==> src/rtl/game_pkg.sv <==
// Shared game constants: screen extents, coordinate/colour widths, shot FSM encoding.
package game_pkg;
  localparam int COORD_W  = 11;
  localparam int COLOR_W  = 12;
  localparam int SCREEN_W = 640;
  localparam int SCREEN_H = 480;
  localparam int PLAYER_Y = 440;

  typedef logic [COORD_W-1:0] coord_t;
  typedef logic [COLOR_W-1:0] color_t;

  typedef enum logic [1:0] {
    ST_IDLE     = 2'd0,
    ST_FLYING   = 2'd1,
    ST_COOLDOWN = 2'd2
  } shot_state_t;
endpackage

==> src/rtl/btn_sync_edge.sv <==
// Button synchroniser + rising-edge detect; rise is 2-3 clk after the raw edge.
// No backpressure; pause freezes the sync/prev flops so edges seen only while paused are lost.
module btn_sync_edge (
  input  logic clk,
  input  logic reset,
  input  logic pause,
  input  logic btn,
  output logic rise
);
  logic [1:0] sync;
  logic       prev;

  always_ff @(posedge clk or negedge reset) begin
    if (!reset) begin
      sync <= 2'b00;
      prev <= 1'b0;
    end else if (!pause) begin
      sync <= {sync[0], btn};
      prev <= sync[1];
    end
  end

  assign rise = ~pause & sync[1] & ~prev;
endmodule

==> src/rtl/player_shot_controller.sv <==
// Player laser shot: launch on fire edge, climb one step per move tick, retire on hit or top edge.
// Shot state valid 1 clk after fire_rise; pixel overlay has 2 clk latency; no backpressure, pause holds all game state.
module player_shot_controller
  import game_pkg::*;
#(
  parameter int     SHOT_WIDTH      = 2,
  parameter int     SHOT_HEIGHT     = 8,
  parameter int     PLAYER_Y        = game_pkg::PLAYER_Y,
  parameter int     Y_TOP           = 20,
  parameter int     SHOT_VELOCITY   = 4,
  parameter int     SHOT_INTERVAL   = 200000,
  parameter int     COOLDOWN_CYCLES = 5000000,
  parameter color_t SHOT_COLOR      = 12'hFF0
) (
  input  logic               clk,
  input  logic               reset,
  input  logic               pause,
  input  logic               fire_btn,
  input  logic [COORD_W-1:0] player_x,
  input  logic               shot_hit,
  input  logic [COORD_W-1:0] pixel_x,
  input  logic [COORD_W-1:0] pixel_y,
  output logic               shot_active,
  output logic [COORD_W-1:0] shot_x,
  output logic [COORD_W-1:0] shot_y,
  output logic               shot_on,
  output logic [COLOR_W-1:0] shot_rgb
);
  localparam int MV_W   = $clog2(SHOT_INTERVAL + 1);
  localparam int COOL_W = $clog2(COOLDOWN_CYCLES + 1);

  typedef logic [COORD_W:0] wide_t;

  localparam logic [MV_W-1:0]   MV_LAST   = MV_W'(SHOT_INTERVAL - 1);
  localparam logic [COOL_W-1:0] COOL_LOAD = COOL_W'(COOLDOWN_CYCLES - 1);
  localparam coord_t            LAUNCH_Y  = COORD_W'(PLAYER_Y - SHOT_HEIGHT);
  localparam coord_t            MISS_Y    = COORD_W'(Y_TOP + SHOT_VELOCITY);
  localparam coord_t            STEP_Y    = COORD_W'(SHOT_VELOCITY);
  localparam wide_t             HALF_W    = wide_t'(SHOT_WIDTH / 2);
  localparam wide_t             FULL_W    = wide_t'(SHOT_WIDTH);
  localparam wide_t             FULL_H    = wide_t'(SHOT_HEIGHT);

  shot_state_t       state;
  logic              fire_rise;
  logic [MV_W-1:0]   mv_cnt;
  logic [COOL_W-1:0] cool_cnt;

  btn_sync_edge u_fire_sync (
    .clk   (clk),
    .reset (reset),
    .pause (pause),
    .btn   (fire_btn),
    .rise  (fire_rise)
  );

  always_ff @(posedge clk or negedge reset) begin
    if (!reset) begin
      state       <= ST_IDLE;
      shot_active <= 1'b0;
      shot_x      <= '0;
      shot_y      <= '0;
      mv_cnt      <= '0;
      cool_cnt    <= '0;
    end else if (!pause) begin
      case (state)
        ST_IDLE: begin
          if (fire_rise) begin
            state       <= ST_FLYING;
            shot_active <= 1'b1;
            shot_x      <= player_x;
            shot_y      <= LAUNCH_Y;
            mv_cnt      <= '0;
          end
        end
        ST_FLYING: begin
          // A hit wins over a same-cycle move tick; position freezes where it was struck.
          if (shot_hit) begin
            state       <= ST_COOLDOWN;
            shot_active <= 1'b0;
            cool_cnt    <= COOL_LOAD;
          end else if (mv_cnt == MV_LAST) begin
            mv_cnt <= '0;
            if (shot_y < MISS_Y) begin
              state       <= ST_COOLDOWN;
              shot_active <= 1'b0;
              cool_cnt    <= COOL_LOAD;
            end else begin
              shot_y <= shot_y - STEP_Y;
            end
          end else begin
            mv_cnt <= mv_cnt + 1'b1;
          end
        end
        ST_COOLDOWN: begin
          if (cool_cnt == '0) state <= ST_IDLE;
          else                cool_cnt <= cool_cnt - 1'b1;
        end
        default: begin
          state       <= ST_IDLE;
          shot_active <= 1'b0;
        end
      endcase
    end
  end

  // Offset pixel_x by half the width instead of shot_x so the compare never wraps near column 0.
  logic  in_x, in_y, hit_s1;
  wide_t px_adj;

  assign px_adj = wide_t'(pixel_x) + HALF_W;
  assign in_x   = (px_adj >= wide_t'(shot_x)) && (px_adj < wide_t'(shot_x) + FULL_W);
  assign in_y   = (wide_t'(pixel_y) >= wide_t'(shot_y)) &&
                  (wide_t'(pixel_y) < wide_t'(shot_y) + FULL_H);

  always_ff @(posedge clk or negedge reset) begin
    if (!reset) begin
      hit_s1   <= 1'b0;
      shot_on  <= 1'b0;
      shot_rgb <= '0;
    end else begin
      hit_s1   <= shot_active & in_x & in_y;
      shot_on  <= hit_s1;
      shot_rgb <= hit_s1 ? SHOT_COLOR : '0;
    end
  end
endmodule

==> config.mk <==
export PLATFORM = sky130hd
export DESIGN_NAME = player_shot_controller
export DESIGN_NICKNAME = d
export VERILOG_FILES = /design/src/rtl/game_pkg.sv /design/src/rtl/btn_sync_edge.sv /design/src/rtl/player_shot_controller.sv
export SDC_FILE = /design/constraint.sdc
export NUM_CORES = 1
export LEC_CHECK = 0
export CORE_MARGIN = 5
export CORE_UTILIZATION = 50
export CTS_CLUSTER_DIAMETER = 150
export DETAILED_ROUTE_END_ITERATION = 10
export PLACE_DENSITY = 0.78
export SKIP_LAST_GASP = 1
export SLEW_MARGIN = 15
export SYNTH_ARGS = -nofsm -noshare
export SYNTH_HDL_FRONTEND = slang
export SYNTH_HIERARCHICAL = 1
export SYNTH_SLANG_ARGS = --single-unit
export TNS_END_PERCENT = 20
==> constraint.sdc <==
create_clock -name clk -period 2.2 [get_ports clk]
set_input_delay 0.44 -clock clk [delete_from_list [all_inputs] [get_ports clk]]
set_output_delay 0.44 -clock clk [all_outputs]
set_load 0.02 [all_outputs]
==> reports/metrics.cfg <==
[setup_path]
cp_top_family = simple AND/OR/NAND/NOR gates
critPathLaunch = shot_x[3]
start_kind = register
arrival_ns = 2.52
critical_path_required_ns = 2.46
cp-end-kind = register
cpMaxStageDelayCell = dfrtp_2
cp_slowest_stage_delay_ns = 0.37
path_cells = inv_2, nor3_4, and4_4, nand2_1, xnor2_1, ha_1, nor2b_1, o21ai_1, o2111ai_2, nor4b_2
path_class = register to register
critPathBufInv = 1
critical_path.max_fanout = 3
r2r-start = shot_x[3]

[finish]
final_net_count = 787
regArea_um2 = 1740
drive_gt1_share_pct = 24.8
multi_input_area_um2 = 3230
n_fill_cell = 696
antenna_cells = 0
area_growth_pct = 36.5

[power]
switching_share_pct = 42.7
p_comb_share_pct = 54.9
switching_power_mw = 2.77
p_leak_nw = 2.88
sequentialPowerShare_pct = 31.2
powerDensity_nw_per_um2 = 964
ir_drop_v = 0.000415
p_total_mw = 6.48
cellInternalPower_mw = 3.72
clkPwrFrac_pct = 13.9

[place]
gp_congestion = 0.889
dpl.hpwl_um = 9770
port_buffers = 67

[clock_network]
cts_max_level = 3
clkLatencyLatePin_ns = 0.36
clk_pin_slew_ns = 0.08
cts.sinks = 69
cts_inserted_buffers = 9
clockBufferDepth = 2
cts_tree = done
cts_root_buf = clkbuf_8

[synth]
synth_area_per_cell_um2 = 8.80
synth_top_area_share_pct = 35.1
ys_async_sr_fraction_pct = 100
ys_seq_area_share_pct = 35.1
synthFlopType = dfrtp_1
synth_top_cell_by_area = dfrtp_1
synth_common_cells = dfrtp_1 (69), nand2_1 (56), nor2_1 (48)
ys_ff_latch = 69
synth_cells = 560
yosys.cell_types.count = 50
yosys_warnings = 6
post-synth-top-count-cell = dfrtp_1
syn_area_um2 = 4930
synthTopCellsByArea = dfrtp_1 (35%), ha_1 (12%), xnor2_1 (5.3%), xor2_1 (4.6%), nand2_1 (4.3%)
synth-edff-count = 0

[timing]
rsz0062_at_grt = true
max_freq_mhz = 444
finalMaxSlewViolations = 0
tns_ns = -0.0538
whs_ns = 0.0316
period_share_pct = 102
worst_pin_slew_ns = 0.534
setup_ws_ns = -0.0538
finalSetupViolations = 1
skew_ns = 0.00854
period_needed_ns = 2.25
relSlewSlack_pct = 64.1
timing.final.hold_violations = 0

[routing]
drt-vias-per-instance = 5.72
detail-route-antenna-nets = 0
drt_iter0_markers = 391
vias = 4800
dr.pass1.iters = 6
wl_per_cell_um = 16.4
remaining_drc_errors = 0
wirelength_um = 13800

[run_status]
violations = setup timing
status = finished, violations left

[global_routing]
globalRoute.totalOverflow = 0
grt_max_degree = 41
antenna_found_initial = 0
grt_pass1_wl_um = 21800
grt_pass1_vias = 4685
grt.total_usage_pct = 22.9

[job]
maxCapViolCount = 0

[worst_hold_path]
hp-class = input pin to async pin

[floorplan]
fp-row-count = 36
start_util_pct = 50.9
io_pins = 74
core_um2 = 9680
dieWidth_um = 109
die_h_um = 109
die-area_um2 = 11900

## registers in the layout, summed over array words and instances, names as in the netlist, 2 cells and up
signal	cells
mv_cnt	18
shot_x	11
u_fire_sync/sync	2
shot_y	9
cool_cnt	23
state	2
## cell usage in the layout (no fill, tap or decap), types with 4 or more instances in the layout
master / instances
buf_4: 85
dfrtp_1: 61
nand2_1: 56
clkdlybuf4s50_1: 56
nor2_1: 46
ha_1: 41
nand3_1: 35
o21ai_0: 32
xnor2_1: 25
xor2_1: 24
inv_1: 23
nand4_1: 22
a21oi_1: 18
nor3_1: 12
clkbuf_8: 9
nand3_2: 8
dlygate4sd2_1: 8
dfrtp_2: 8
or3_1: 7
nor4_1: 6
conb_1: 6
xnor2_2: 5
and3_1: 5
o21ai_1: 5
nor2b_1: 5
and2_1: 5
mux2_2: 5
nand2b_1: 4
a21o_1: 4
a21oi_2: 4
nor4_2: 4
ha_4: 4
## through the flow
step / setup WS (ns) / std cells / utilization (%) / instance area (µm²)
after CTS: 0.00253 / 836 / 68.2 / 6610
after detailed placement: -0.738 / 815 / 64.4 / 6230
final: -0.0538 / 839 / 69.4 / 6730
after global routing: -0.172 / 839 / 69.4 / 6730
after global placement: -0.575 / 815 / 64.4 / 6230
after floorplan: 0.00891 / 565 / - / 4970
## final timing paths
kind	end	cells after the start	slack, ns
max	hit_s1	10	-0.05
min	cool_cnt[2]	1	0.03
max reg2reg	hit_s1	10	-0.05
min reg2reg	shot_rgb[10]	0	0.38
max in group asynchronous	shot_x[1]	2	1.57
min in group clk	shot_rgb[10]	0	0.38
## power groups by stage
stage	combinational, mW	sequential (mW)	clock, mW
finish	3.56	2.02	0.903
floorplan	1.65	2.18	0
global placement	3.05	1.98	0
detailed placement	3.17	2.00	0
global route	3.88	2.07	0.974
CTS	3.38	2.00	0.922
## cells by family (layout without fill, tap and decap cells)
family,Yosys count,count (layout),synth area share [%]
AND/OR/NAND/NOR,246,246,26.7
adder cells (fa/ha/maj),47,47,11.9
multiplexers,5,5,1.14
other,1,6,0.0761
flip-flops,69,69,35.1
buffers and inverters,55,196,5.51
XOR/XNOR,56,56,9.96
AO/OA/AOI/OAI,81,81,9.58
## cell type report
| class | count | share of cell area, % |
|---|---|---|
| Multi-Input combinational cell | 441 | 48.1 |
| Inverter | 27 | 1.54 |
| Timing Repair Buffer | 154 | 19.6 |
| Tap cell | 133 | 2.47 |
| Clock inverter | 6 | 0.614 |
| Sequential cell | 69 | 25.8 |
| Clock buffer | 9 | 1.84 |
## layer usage
metal	global-route usage, %	routed length (µm)	vias up
met5	0	0	-
met4	8.82	318	0
met3	4.38	877	36
met2	39.5	6870	182
met1	28.3	5690	2337
li1	-	-	2245
## repair_timing
| item | CTS | global route |
|---|---|---|
| pin swaps | 28 | 20 |
| gates cloned | 0 | 0 |
| buffers inserted | 6 | 3 |
| gates resized for setup | 50 | 16 |
| hold buffers | 0 | 0 |
| endpoints found under the setup margin | 1 | 23 |
(Power assumes the default switching activity.)
